[src/rtl/debug_resp_tx_pkg.sv]
// Shared types and helpers for the debug response framer.
// Frame length grows by one checksum byte when DEBUG_RESP_CSUM_EN is defined.
package debug_resp_tx_pkg;

    localparam logic [7:0] CMD_START = 8'h01;
    localparam logic [7:0] CMD_PM_WR = 8'h02;
    localparam logic [7:0] CMD_READ  = 8'h04;

    typedef enum logic [1:0] {
        ST_IDLE = 2'd0,
        ST_SEND = 2'd1,
        ST_WAIT = 2'd2
    } state_t;

    function automatic int frame_len(input int addr_w, input int data_w);
        int n;
        n = 32'sd1 + addr_w / 32'sd8 + data_w / 32'sd8;
`ifdef DEBUG_RESP_CSUM_EN
        n = n + 32'sd1;
`endif
        return n;
    endfunction

    function automatic logic [7:0] csum_step(input logic [7:0] acc, input logic [7:0] b);
        return acc ^ b;
    endfunction

endpackage

[src/rtl/debug_resp_tx_if.sv]
// Request and UART-TX handshake bundle for the debug response framer.
interface debug_resp_tx_if #(
    parameter int ADDR_W = 16,
    parameter int DATA_W = 16
);
    logic              req_valid;
    logic              req_ready;
    logic [7:0]        req_code;
    logic [ADDR_W-1:0] req_addr;
    logic [DATA_W-1:0] req_data;
    logic              tx_start;
    logic [7:0]        tx_data;
    logic              tx_done;
    logic              frame_done;

    modport master (
        output req_valid, req_code, req_addr, req_data, tx_done,
        input  req_ready, tx_start, tx_data, frame_done
    );

    modport slave (
        input  req_valid, req_code, req_addr, req_data, tx_done,
        output req_ready, tx_start, tx_data, frame_done
    );
endinterface

[src/rtl/debug_resp_tx.sv]
// Debug response framer: code, address (LSB first), data (LSB first) as a UART byte stream.
// Optional trailing XOR checksum byte when DEBUG_RESP_CSUM_EN is defined.
module debug_resp_tx
    import debug_resp_tx_pkg::*;
#(
    parameter int ADDR_W = 16,
    parameter int DATA_W = 16
) (
    input  logic            clk,
    input  logic            reset_n,
    debug_resp_tx_if.slave  bus
);

    localparam int N     = frame_len(ADDR_W, DATA_W);
    localparam int IDX_W = $clog2(N + 32'sd1);
    localparam int PAY_W = ADDR_W + DATA_W;
    localparam logic [IDX_W-1:0] LAST_IDX = IDX_W'(N - 32'sd1);

    state_t            state_r;
    logic              req_ready_r;
    logic              tx_start_r;
    logic              frame_done_r;
    logic [7:0]        tx_data_r;
    logic [PAY_W-1:0]  pay_r;
    logic [IDX_W-1:0]  idx_r;
`ifdef DEBUG_RESP_CSUM_EN
    localparam logic [IDX_W-1:0] CSUM_PREV_IDX = IDX_W'(N - 32'sd2);
    logic [7:0]        csum_r;
`endif

    // Framer FSM: payload shift register, byte index and all registered outputs.
    always_ff @(posedge clk) begin
        if (!reset_n) begin
            state_r      <= ST_IDLE;
            req_ready_r  <= 1'b1;
            tx_start_r   <= 1'b0;
            tx_data_r    <= 8'h00;
            frame_done_r <= 1'b0;
            pay_r        <= '0;
            idx_r        <= '0;
`ifdef DEBUG_RESP_CSUM_EN
            csum_r       <= 8'h00;
`endif
        end else begin
            case (state_r)
                ST_IDLE: begin
                    frame_done_r <= 1'b0;
                    if (bus.req_valid && req_ready_r) begin
                        // Code goes out directly; only addr/data wait in the shift register.
                        pay_r       <= {bus.req_data, bus.req_addr};
                        tx_data_r   <= bus.req_code;
                        idx_r       <= '0;
                        tx_start_r  <= 1'b1;
                        req_ready_r <= 1'b0;
                        state_r     <= ST_SEND;
`ifdef DEBUG_RESP_CSUM_EN
                        csum_r      <= 8'h00;
`endif
                    end else begin
                        tx_start_r  <= 1'b0;
                        req_ready_r <= 1'b1;
                    end
                end
                ST_SEND: begin
                    tx_start_r   <= 1'b0;
                    frame_done_r <= 1'b0;
                    state_r      <= ST_WAIT;
                end
                ST_WAIT: begin
                    if (bus.tx_done) begin
                        if (idx_r == LAST_IDX) begin
                            frame_done_r <= 1'b1;
                            req_ready_r  <= 1'b1;
                            state_r      <= ST_IDLE;
                        end else begin
                            idx_r      <= idx_r + IDX_W'(1);
                            pay_r      <= {8'h00, pay_r[PAY_W-1:8]};
                            tx_start_r <= 1'b1;
                            state_r    <= ST_SEND;
`ifdef DEBUG_RESP_CSUM_EN
                            csum_r     <= csum_step(csum_r, tx_data_r);
                            if (idx_r == CSUM_PREV_IDX) begin
                                tx_data_r <= csum_step(csum_r, tx_data_r);
                            end else begin
                                tx_data_r <= pay_r[7:0];
                            end
`else
                            tx_data_r  <= pay_r[7:0];
`endif
                        end
                    end else begin
                        tx_start_r <= 1'b0;
                    end
                end
                default: begin
                    state_r      <= ST_IDLE;
                    req_ready_r  <= 1'b1;
                    tx_start_r   <= 1'b0;
                    frame_done_r <= 1'b0;
                    idx_r        <= '0;
                end
            endcase
        end
    end

    assign bus.req_ready  = req_ready_r;
    assign bus.tx_start   = tx_start_r;
    assign bus.tx_data    = tx_data_r;
    assign bus.frame_done = frame_done_r;

endmodule

[src/flat_wrapper.sv]
// flat-port wrapper written by rule: the top's interface ports become plain ports
module debug_resp_tx_flat import debug_resp_tx_pkg::*;
#(
    parameter int ADDR_W = 16,
    parameter int DATA_W = 16
)
  (clk, reset_n, bus_req_valid, bus_req_code, bus_req_addr, bus_req_data, bus_tx_done, bus_req_ready, bus_tx_start, bus_tx_data, bus_frame_done);
  debug_resp_tx_if #(.ADDR_W(ADDR_W), .DATA_W(DATA_W)) bus_i ();
  input  logic clk;
  input  logic reset_n;
  input wire logic [$bits(bus_i.req_valid)-1:0] bus_req_valid;
  input wire logic [$bits(bus_i.req_code)-1:0] bus_req_code;
  input wire logic [$bits(bus_i.req_addr)-1:0] bus_req_addr;
  input wire logic [$bits(bus_i.req_data)-1:0] bus_req_data;
  input wire logic [$bits(bus_i.tx_done)-1:0] bus_tx_done;
  output wire logic [$bits(bus_i.req_ready)-1:0] bus_req_ready;
  output wire logic [$bits(bus_i.tx_start)-1:0] bus_tx_start;
  output wire logic [$bits(bus_i.tx_data)-1:0] bus_tx_data;
  output wire logic [$bits(bus_i.frame_done)-1:0] bus_frame_done;
  assign bus_i.req_valid = bus_req_valid;
  assign bus_i.req_code = bus_req_code;
  assign bus_i.req_addr = bus_req_addr;
  assign bus_i.req_data = bus_req_data;
  assign bus_i.tx_done = bus_tx_done;
  assign bus_req_ready = bus_i.req_ready;
  assign bus_tx_start = bus_i.tx_start;
  assign bus_tx_data = bus_i.tx_data;
  assign bus_frame_done = bus_i.frame_done;
  debug_resp_tx #(.ADDR_W(ADDR_W), .DATA_W(DATA_W)) u_core (.clk(clk), .reset_n(reset_n), .bus(bus_i));
endmodule
[config.mk]
export PLATFORM = sky130hd
export DESIGN_NAME = debug_resp_tx_flat
export DESIGN_NICKNAME = d
export VERILOG_FILES = /design/src/rtl/debug_resp_tx_pkg.sv /design/src/rtl/debug_resp_tx_if.sv /design/src/rtl/debug_resp_tx.sv /design/src/flat_wrapper.sv
export SDC_FILE = /design/constraint.sdc
export NUM_CORES = 1
export LEC_CHECK = 0
export BUFFER_PORTS_ARGS = -buffer_cell sky130_fd_sc_hd__buf_4
export CAP_MARGIN = 0
export CORE_UTILIZATION = 30
export CTS_BUF_LIST = sky130_fd_sc_hd__clkbuf_4 sky130_fd_sc_hd__clkbuf_8
export DETAILED_ROUTE_END_ITERATION = 8
export HOLD_SLACK_MARGIN = 0.12
export PLACE_DENSITY = 0.57
export SLEW_MARGIN = 10
export SYNTH_ARGS = -nofsm -noshare
export SYNTH_HDL_FRONTEND = slang
export SYNTH_SLANG_ARGS = --single-unit
export TNS_END_PERCENT = 30
[constraint.sdc]
create_clock -name clk -period 1.6 [get_ports clk]
set_input_delay 0.32 -clock clk [delete_from_list [all_inputs] [get_ports clk]]
set_output_delay 0.32 -clock clk [all_outputs]
set_load 0.005 [all_outputs]
==> results.sh <==
export IMPL_tritoncts_num_sinks=48
export IMPL_h_tree_depth=2
export IMPL_synth_top_family_by_area="simple AND/OR/NAND/NOR gates"
export IMPL_finish_net_count=372
export IMPL_maxCapViolCount=0
export IMPL_antenna_violations_before_repair=0
export IMPL_sequential_cell_area_fraction_in_the_yosys_report=0.460
export IMPL_synth_fa_ha_area_frac=0.0120
export IMPL_grt_max_degree=37
export IMPL_grt_first_pass_wirelength_um=9030
export IMPL_setup_repair_after_global_routing_missed_its_margin="true"
export IMPL_grt_overflow=0
export IMPL_number_of_clock_buffers_inserted_by_tritoncts=5
export IMPL_async_flop_share=0
export IMPL_final_design_area_no_fill_mm2=0.00299
export IMPL_worst_hold_slack_ns=0.256
export IMPL_die_width_um=85.5
export IMPL_fmax_ghz=0.586
export IMPL_dieArea_mm2=0.00731
export IMPL_drt_drc=0
export IMPL_hold_path_startpoint="bus_req_data[8]"
export IMPL_detailedRoute_firstPassIterationCount=4
export IMPL_num_fill_cells=686
export IMPL_route_vias_total=2045
export IMPL_setup_viol=41
export IMPL_end_kind="flop"
export IMPL_arrival_ns=1.88
export IMPL_clk_pin_slew_worst_paths_ns=0.09
export IMPL_clk_latency_ns=0.30
export IMPL_drive_above_1_share=0.321
export IMPL_finalWorstSetupSlack_ns=-0.106
export IMPL_vias_per_cell=5.02
export IMPL_post_synth_inst_count=259
export IMPL_placed_cells=386
export IMPL_routed_wl_um=5630
export IMPL_clock_skew_final_ns=0.00875
export IMPL_critPathSlowestCell="dfxtp_2"
export IMPL_violations="setup timing"
export IMPL_placed_cell_area_mm2=0.00264
export IMPL_synth_top_flop_cell="dfxtp_1"
export IMPL_cell_chain_of_the_critical_path="inv_2 > ha_4 > and2_4 > a221oi_4 > buf_6 > buf_6 > clkbuf_16 > a311oi_1"
export IMPL_share_of_synthesized_cell_area_in_and_or_nand_and_nor_gates=0.264
export IMPL_worst_r2r_endpoint="u_core.bus.tx_data[0]"
export IMPL_sequential_cell_area_um2=963
export IMPL_io_buffers=54
export IMPL_finalPower_uw=3510
export IMPL_initialDrtViolationCount=94
export IMPL_drt_antenna_violating_nets=0
export IMPL_crit_path_start_kind="flop"
export IMPL_leakage_uw=0.00125
export IMPL_final_hold_viol_count=0
export IMPL_ir_drop_v=0.000506
export IMPL_hold_class="input pin to flop"
export IMPL_cp_bufs_invs=4
export IMPL_relSlewSlack=0.730
export IMPL_via_count_of_the_first_global_routing_pass=1898
export IMPL_syn_cell_area_mm2=0.00209
export IMPL_worst_r2r_startpoint="u_core.idx_r[1]"
export IMPL_gp_congestion=0.806
export IMPL_timing_critical_path_required_ns=1.78
export IMPL_synthXorXnorAreaFrac=0
export IMPL_worst_path_max_fanout=8
export IMPL_timing_critical_path_depth=8
export IMPL_antenna_cells=0
export IMPL_finalWorstPathRequiredPeriod_ns=1.71
export IMPL_starting_density=0.309
export IMPL_min_delay_path_depth=3
export IMPL_critical_path_class="flop to flop"
export IMPL_timing_critical_path_max_delay_family="buffers and inverters"
export IMPL_synthesis_nets=305
export IMPL_wl_per_cell_um=13.8
export IMPL_reg2reg_setup_slack_ns=-0.11
export IMPL_multi_input_area_mm2=0.00103
export IMPL_slew_violations=0
export IMPL_global_route_usage_over_all_layers=0.156
export IMPL_muxShareOfSynthArea=0.00539
export IMPL_yosys_register_bits=48
export IMPL_hold_path_end="u_core.pay_r[24]"
export IMPL_worstRegToRegCells=8
export IMPL_critical_path_most_common_cell="buf_6"
export IMPL_synth_distinct_cells=26
export IMPL_avg_inst_size_synth_um2=8.07
export IMPL_die_height_um=85.5
export IMPL_period_share=1.07
export IMPL_synth_edf_count=0
export IMPL_power_per_cell_area_mw_per_mm2=1170
export IMPL_fp_row_count=30
export IMPL_area_delta_synth_final_pct=43.1
export IMPL_clock_buffer_depth=2
export IMPL_floorplan_io_pins=55
export IMPL_crit_path_max_incr_delay_ns=0.34
export IMPL_core_area_mm2=0.00676
export IMPL_worstMarginPinSlew_ns=0.405
export IMPL_cts_tree="yes"
export IMPL_root_buffer="clkbuf_8"
export IMPL_synth_compound_gate_area_share=0.197
export IMPL_yosysWarningCount=0
export IMPL_run_status="complete, but fails checks"
export IMPL_dpl_hpwl_um=3500
export IMPL_finish_cell_count_without_fillers=407
-- worst register-to-register path, stage by stage (launching register included) --
cell and delay [ns]:
dfxtp_2 0.34, inv_2 0.05, ha_4 0.15, and2_4 0.16
a221oi_4 0.28, buf_6 0.21, buf_6 0.16, clkbuf_16 0.15
a311oi_1 0.08
-- cells in the final DEF, fill, tap and decap left out, drive strengths merged, types with 2 or more instances in the layout --
| cell | n |
|---|---|
| buf | 79 |
| nand2 | 77 |
| dfxtp | 48 |
| nor2 | 37 |
| a311oi | 32 |
| nand4 | 10 |
| clkbuf | 9 |
| o21ai | 9 |
| a21oi | 4 |
| inv | 2 |
| o31ai | 2 |
| nand3 | 2 |
| and2 | 2 |
| a221oi | 2 |
| nor2b | 2 |
| clkinv | 2 |
| ha | 2 |
-- cell type report --
class / count / area share
timing repair buffer: 82 / 0.258
tap: 80 / 0.0334
sequential: 48 / 0.322
inverter: 3 / 0.00376
clock inverter: 2 / 0.0117
multi-input combinational: 186 / 0.345
clock buffer: 6 / 0.0255
-- per-stage QoR --
stage	worst slack [ns]	utilization	setup TNS, ns
floorplan	-0.0190	-	-0.401
global placement	-0.0661	0.390	-1.19
CTS	-0.0702	0.426	-1.39
global route	-0.201	0.443	-6.65
detailed placement	-0.129	0.390	-2.80
finish	-0.106	0.443	-2.81
-- kinds of logic after synthesis --
family                     Yosys count
AOI/OAI and AO/OA                   51
buffers and inverters               25
adders and majority gates            2
muxes                                1
DFF                                 48
and+or+nand+nor                    132
-- registers in the layout, indices dropped and copies added (netlist names) --
name,cells
u_core.state_r,2
u_core.pay_r,32
u_core.idx_r,3
u_core.bus.req_ready,1
u_core.bus.frame_done,1
u_core.bus.tx_data,8
u_core.bus.tx_start,1
-- cells in the mapped netlist, drive strengths merged (2+ instances only) --
library cell   n  share of area
a21oi          4          0.011
a221oi         2          0.017
a311oi        32           0.13
and2           2         0.0060
buf            9          0.033
clkbuf        13          0.023
dfxtp         48           0.46
ha             2          0.012
inv            2         0.0036
nand2         77           0.14
nand3          2         0.0048
nand4         10          0.030
nor2          37          0.066
nor2b          2         0.0060
o21ai          9          0.022
o31ai          2         0.0072
-- timing repair --
item,in CTS,in global routing
cloned,3,3
pin swaps,2,19
buffers inserted,4,3
hold endpoints to repair,0,0
endpoints found under the setup margin,34,42
gates resized for setup,6,14
hold buffers,0,0
-- worst max path at each step --
stage,startpoint,end
global route,u_core.idx_r[0],u_core.pay_r[18]
floorplan,u_core.idx_r[0],u_core.bus.tx_data[3]
CTS,u_core.idx_r[0],u_core.pay_r[17]
global placement,u_core.idx_r[1],u_core.pay_r[14]
finish,u_core.idx_r[1],u_core.bus.tx_data[0]
detailed placement,u_core.idx_r[1],u_core.pay_r[15]
-- power by group --
| group | switching (uW) | leakage [uW] | internal, uW |
|---|---|---|---|
| combinational | 521 | 0.000795 | 608 |
| sequential | 103 | 0.000398 | 1390 |
| clock | 406 | 0.0000586 | 481 |
| total | 1030 | 0.00125 | 2480 |
-- layer usage --
metal,global-route usage,vias up,share of wire,wire [um]
met4,0.0545,0,0.014,78
met5,0,-,0,0
met2,0.256,41,0.47,2670
li1,-,1042,-,-
met3,0.0331,6,0.039,221
met1,0.203,956,0.47,2660
(Power assumes the default switching activity.)
